[src/rtl/moore_seq_param.sv]
// Parametrised one-hot Moore sequencer with programmable dwell and
// wrap / bounce / one-shot / hold stepping modes.
module moore_seq_param #(
  parameter int unsigned NUM_STATES = 4,
  parameter int unsigned DWELL_W    = 4,
  parameter int unsigned IDX_W      = $clog2(NUM_STATES)
) (
  input  logic                  clk,
  input  logic                  rst,
  input  logic                  en,
  input  logic                  dir,
  input  logic [1:0]            mode,
  input  logic [DWELL_W-1:0]    dwell,
  input  logic                  load,
  input  logic [IDX_W-1:0]      load_idx,
  output logic [NUM_STATES-1:0] out,
  output logic [IDX_W-1:0]      idx,
  output logic                  wrap,
  output logic                  done
);

  typedef enum logic [1:0] {
    M_WRAP    = 2'd0,
    M_BOUNCE  = 2'd1,
    M_ONESHOT = 2'd2,
    M_HOLD    = 2'd3
  } mode_e;

  localparam logic [IDX_W-1:0]      LAST    = IDX_W'(NUM_STATES - 1);
  localparam logic [IDX_W-1:0]      FIRST   = '0;
  localparam logic [NUM_STATES-1:0] ONE_HOT = NUM_STATES'(1);

  // hd: bounce heading, 0 = up, 1 = down
  logic [DWELL_W-1:0]    cnt, cnt_n;
  logic [IDX_W-1:0]      idx_n, ld_idx_c, term_c;
  logic [NUM_STATES-1:0] out_n;
  logic                  hd, hd_n, wrap_n, done_n;
  mode_e                 mode_c;

  assign mode_c = mode_e'(mode);

  // Clamp only matters when the index field can encode unused states
  if (NUM_STATES < (1 << IDX_W)) begin : g_clamp
    assign ld_idx_c = (load_idx > LAST) ? LAST : load_idx;
  end else begin : g_noclamp
    assign ld_idx_c = load_idx;
  end

  assign term_c = dir ? FIRST : LAST;

  // State register
  always_ff @(posedge clk) begin
    if (rst) begin
      idx  <= '0;
      out  <= ONE_HOT;
      cnt  <= '0;
      hd   <= 1'b0;
      wrap <= 1'b0;
      done <= 1'b0;
    end else begin
      idx  <= idx_n;
      out  <= out_n;
      cnt  <= cnt_n;
      hd   <= hd_n;
      wrap <= wrap_n;
      done <= done_n;
    end
  end

  // Next-state: load beats enable; a frozen one-shot ignores enable
  always_comb begin
    idx_n  = idx;
    cnt_n  = cnt;
    hd_n   = hd;
    wrap_n = 1'b0;
    done_n = done;
    if (load) begin
      idx_n  = ld_idx_c;
      cnt_n  = '0;
      hd_n   = dir;
      done_n = 1'b0;
    end else if (en && !(mode_c == M_ONESHOT && done)) begin
      if (cnt < dwell) begin
        cnt_n = cnt + DWELL_W'(1);
      end else begin
        cnt_n = '0;
        case (mode_c)
          M_WRAP: begin
            if (!dir) begin
              idx_n  = (idx == LAST) ? FIRST : idx + IDX_W'(1);
              wrap_n = (idx == LAST);
            end else begin
              idx_n  = (idx == FIRST) ? LAST : idx - IDX_W'(1);
              wrap_n = (idx == FIRST);
            end
          end
          M_BOUNCE: begin
            if (!hd && idx == LAST) begin
              idx_n  = idx - IDX_W'(1);
              hd_n   = 1'b1;
              wrap_n = 1'b1;
            end else if (hd && idx == FIRST) begin
              idx_n  = idx + IDX_W'(1);
              hd_n   = 1'b0;
              wrap_n = 1'b1;
            end else begin
              idx_n = hd ? idx - IDX_W'(1) : idx + IDX_W'(1);
            end
          end
          M_ONESHOT: begin
            if (idx != term_c) idx_n = dir ? idx - IDX_W'(1) : idx + IDX_W'(1);
            if (idx_n == term_c) done_n = 1'b1;
          end
          default: ;
        endcase
      end
    end
    out_n = ONE_HOT << idx_n;
  end

endmodule

[config.mk]
export PLATFORM = sky130hd
export DESIGN_NAME = moore_seq_param
export DESIGN_NICKNAME = d
export VERILOG_FILES = /design/src/rtl/moore_seq_param.sv
export SDC_FILE = /design/constraint.sdc
export NUM_CORES = 1
export LEC_CHECK = 0
export ABC_AREA = 1
export CAP_MARGIN = 40
export CORE_MARGIN = 2
export CORE_UTILIZATION = 48
export CTS_CLUSTER_DIAMETER = 60
export DETAILED_ROUTE_END_ITERATION = 8
export GPL_TIMING_DRIVEN = 0
export PLACE_DENSITY = 0.75
export REMOVE_ABC_BUFFERS = 1
export SLEW_MARGIN = 0
export SYNTH_ARGS = -nofsm -noshare
export SYNTH_HDL_FRONTEND = slang
export SYNTH_SLANG_ARGS = --single-unit
[constraint.sdc]
create_clock -name clk -period 1.9 [get_ports clk]
set_input_delay 0.57 -clock clk [delete_from_list [all_inputs] [get_ports clk]]
set_output_delay 0.57 -clock clk [all_outputs]
set_load 0.005 [all_outputs]
==> qor.yml <==
fin_hold_ws_ps: 483
num_rows: 15
insertion_delay_ps: 280
syn_inst: 129
drive_above_1_share: 0.184
numPortBuffers: 20
wl_um: 1900
start_kind: "flop"
hold_path_depth: 2
cts_tree: "done"
rsz0062_at_grt: "no"
dieHeight_um: 46.5
synth_warnings: 0
max-vdd-ir-drop_mv: 0.335
multiInputGateArea_um2: 559
p_per_area_nw_per_um2: 531
placed_area_um2: 1090
die_w_um: 46.5
hp-class: "reg2reg"
ctsHoldBuffers: 0
hold_viol_final: 0
start_util: 0.508
relSlewSlack: 0.781
dp_hpwl_um: 1410
tightest_slew_ps: 329
power_mw: 0.624
p_leak_nw: 0.590
synth.avg_cell_area_um2: 6.72
ys_types: 25
die_area_um2: 2160
antenna_found_initial: 0
clock_path_buffers: 2
diodes: 0
first_pass_iters: 4
root_buffer: "clkbuf_4"
vias: 860
layout_commonest_cell: "nand2_1"
setup_viol_count_final: 0
final_net_count: 172
globalRouteTotalUtil: 0.193
period_share: 0.959
htree_levels: 1
r2r.worst_path.cells: 11
drc: 0
gp_congestion: 0.839
maxCapViolCount: 0
vias_per_cell: 4.86
layout_common_cells: "32 x nand2_1, 20 x inv_1, 14 x clkdlybuf4s50_1"
drv_slew: 0
cp.arrival_ps: 2050
path_class: "reg2reg"
postRouteAntennaNets: 0
fillers: 146
cp.required_ps: 2130
finalClockSkew_ps: 7.07
yosysSeqAreaShare: 0.300
clock_sinks: 13
fmax_mhz: 549
postLayoutCellArea_um2: 1170
cts_buffers: 3
ios: 21
grt_pass1_vias: 715
status: "finished, final reports clean"
seq_area_um2: 264
core_area_um2: 1710
drtIter0Drc: 22
syn_area_um2: 867
ys_ff_latch: 13
grt_max_degree: 9
cts.clk_slew.worst_paths_ps: 90
grt_pass1_wl_um: 2900
grt-ovfl-total: 0
period_minus_slack_ps: 1820
path_max_fanout: 4
areaGrowthSynthToFinish_pct: 35.5
cts_setup_buffers: 0
cp-end-kind: "flop"
avgRoutedWirePerCell_um: 10.7
## synth_stat cells
master | count | share of area
nand2_1 | 33 | 0.14
inv_1 | 21 | 0.091
dfxtp_1 | 13 | 0.30
nor2_1 | 12 | 0.052
a21oi_1 | 6 | 0.035
ha_1 | 6 | 0.087
nand3_1 | 5 | 0.029
inv_2 | 4 | 0.017
nand2_2 | 4 | 0.029
o21ai_0 | 4 | 0.023
nor2_2 | 3 | 0.022
o211ai_1 | 3 | 0.026
nand3_2 | 2 | 0.023
xor2_1 | 2 | 0.020
a211oi_1 | 1 | 0.0087
buf_6 | 1 | 0.013
nand2_4 | 1 | 0.013
nand4_1 | 1 | 0.0072
nor2_4 | 1 | 0.013
nor3_1 | 1 | 0.0058
o2111ai_1 | 1 | 0.010
o21ai_1 | 1 | 0.0058
o21ai_2 | 1 | 0.010
or2_0 | 1 | 0.0072
xnor2_1 | 1 | 0.010
## timing repair
item | in CTS | in global routing
pin swaps | 17 | 0
endpoints found under the setup margin | 6 | 4
resized for setup | 15 | 5
## metrics by stage
stage / TNS, ps / instances / util / setup WS (ps)
after detailed placement: -3250 / 173 / 0.637 / -381
after global placement: -2950 / 173 / 0.637 / -346
after global routing: 0 / 177 / 0.688 / 9.05
after CTS: 0 / 177 / 0.678 / 49.4
after floorplan: 0 / 128 / - / 220
final: 0 / 177 / 0.688 / 78.2
## critical path, cell delays in order (launching register included)
cell and delay [ps]:
dfxtp_1 390, inv_1 110, ha_1 340, xnor2_2 150, or2_0 190, nand2_1 70
nor2_1 50, nand2_1 80, nand3_2 100, nand2_4 120, nand2_4 70, nor2_4 100
## flip-flops by register name, summed over array words and instances, names as in the netlist
register	flops
idx	2
hd	1
done	1
cnt	4
out	4
wrap	1
## kinds of logic after synthesis
family / share of synthesized area
AND/OR/NAND/NOR: 0.343
flip-flops: 0.300
buffers and inverters: 0.121
adder cells (fa/ha/maj): 0.0866
AO/OA/AOI/OAI: 0.118
XOR/XNOR: 0.0303
## area by class of cell
| class | count | area share |
|---|---|---|
| inverters | 25 | 0.0799 |
| well taps | 25 | 0.0266 |
| flip-flops and latches | 13 | 0.225 |
| multi-input cells | 90 | 0.476 |
| clock buffers | 4 | 0.0224 |
| repair buffers | 20 | 0.170 |
## power by group
group,leakage [nW],switching (mW),internal [mW]
Combinational,0.468,0.0849,0.0707
Sequential,0.107,0.00898,0.283
Clock,0.0150,0.0954,0.0815
## final timing paths
check	to	from	slack, ps
worst max-delay path	out[2]$_SDFF_PP0_	idx[1]$_SDFF_PP0_	80
worst min register to register	done$_SDFFE_PP0P_	done$_SDFFE_PP0P_	480
worst max register to register	out[2]$_SDFF_PP0_	idx[1]$_SDFF_PP0_	80
worst min-delay path	done$_SDFFE_PP0P_	done$_SDFFE_PP0P_	480
## per-layer routing
layer / wire (µm) / vias to the layer above / track usage
met4: 42 / 0 / 0.103
met2: 984 / 25 / 0.319
met3: 106 / 6 / 0.0275
li1: - / 447 / -
met5: 0 / - / 0
met1: 764 / 382 / 0.238
No activity file was read; power rests on OpenSTA's default activity.
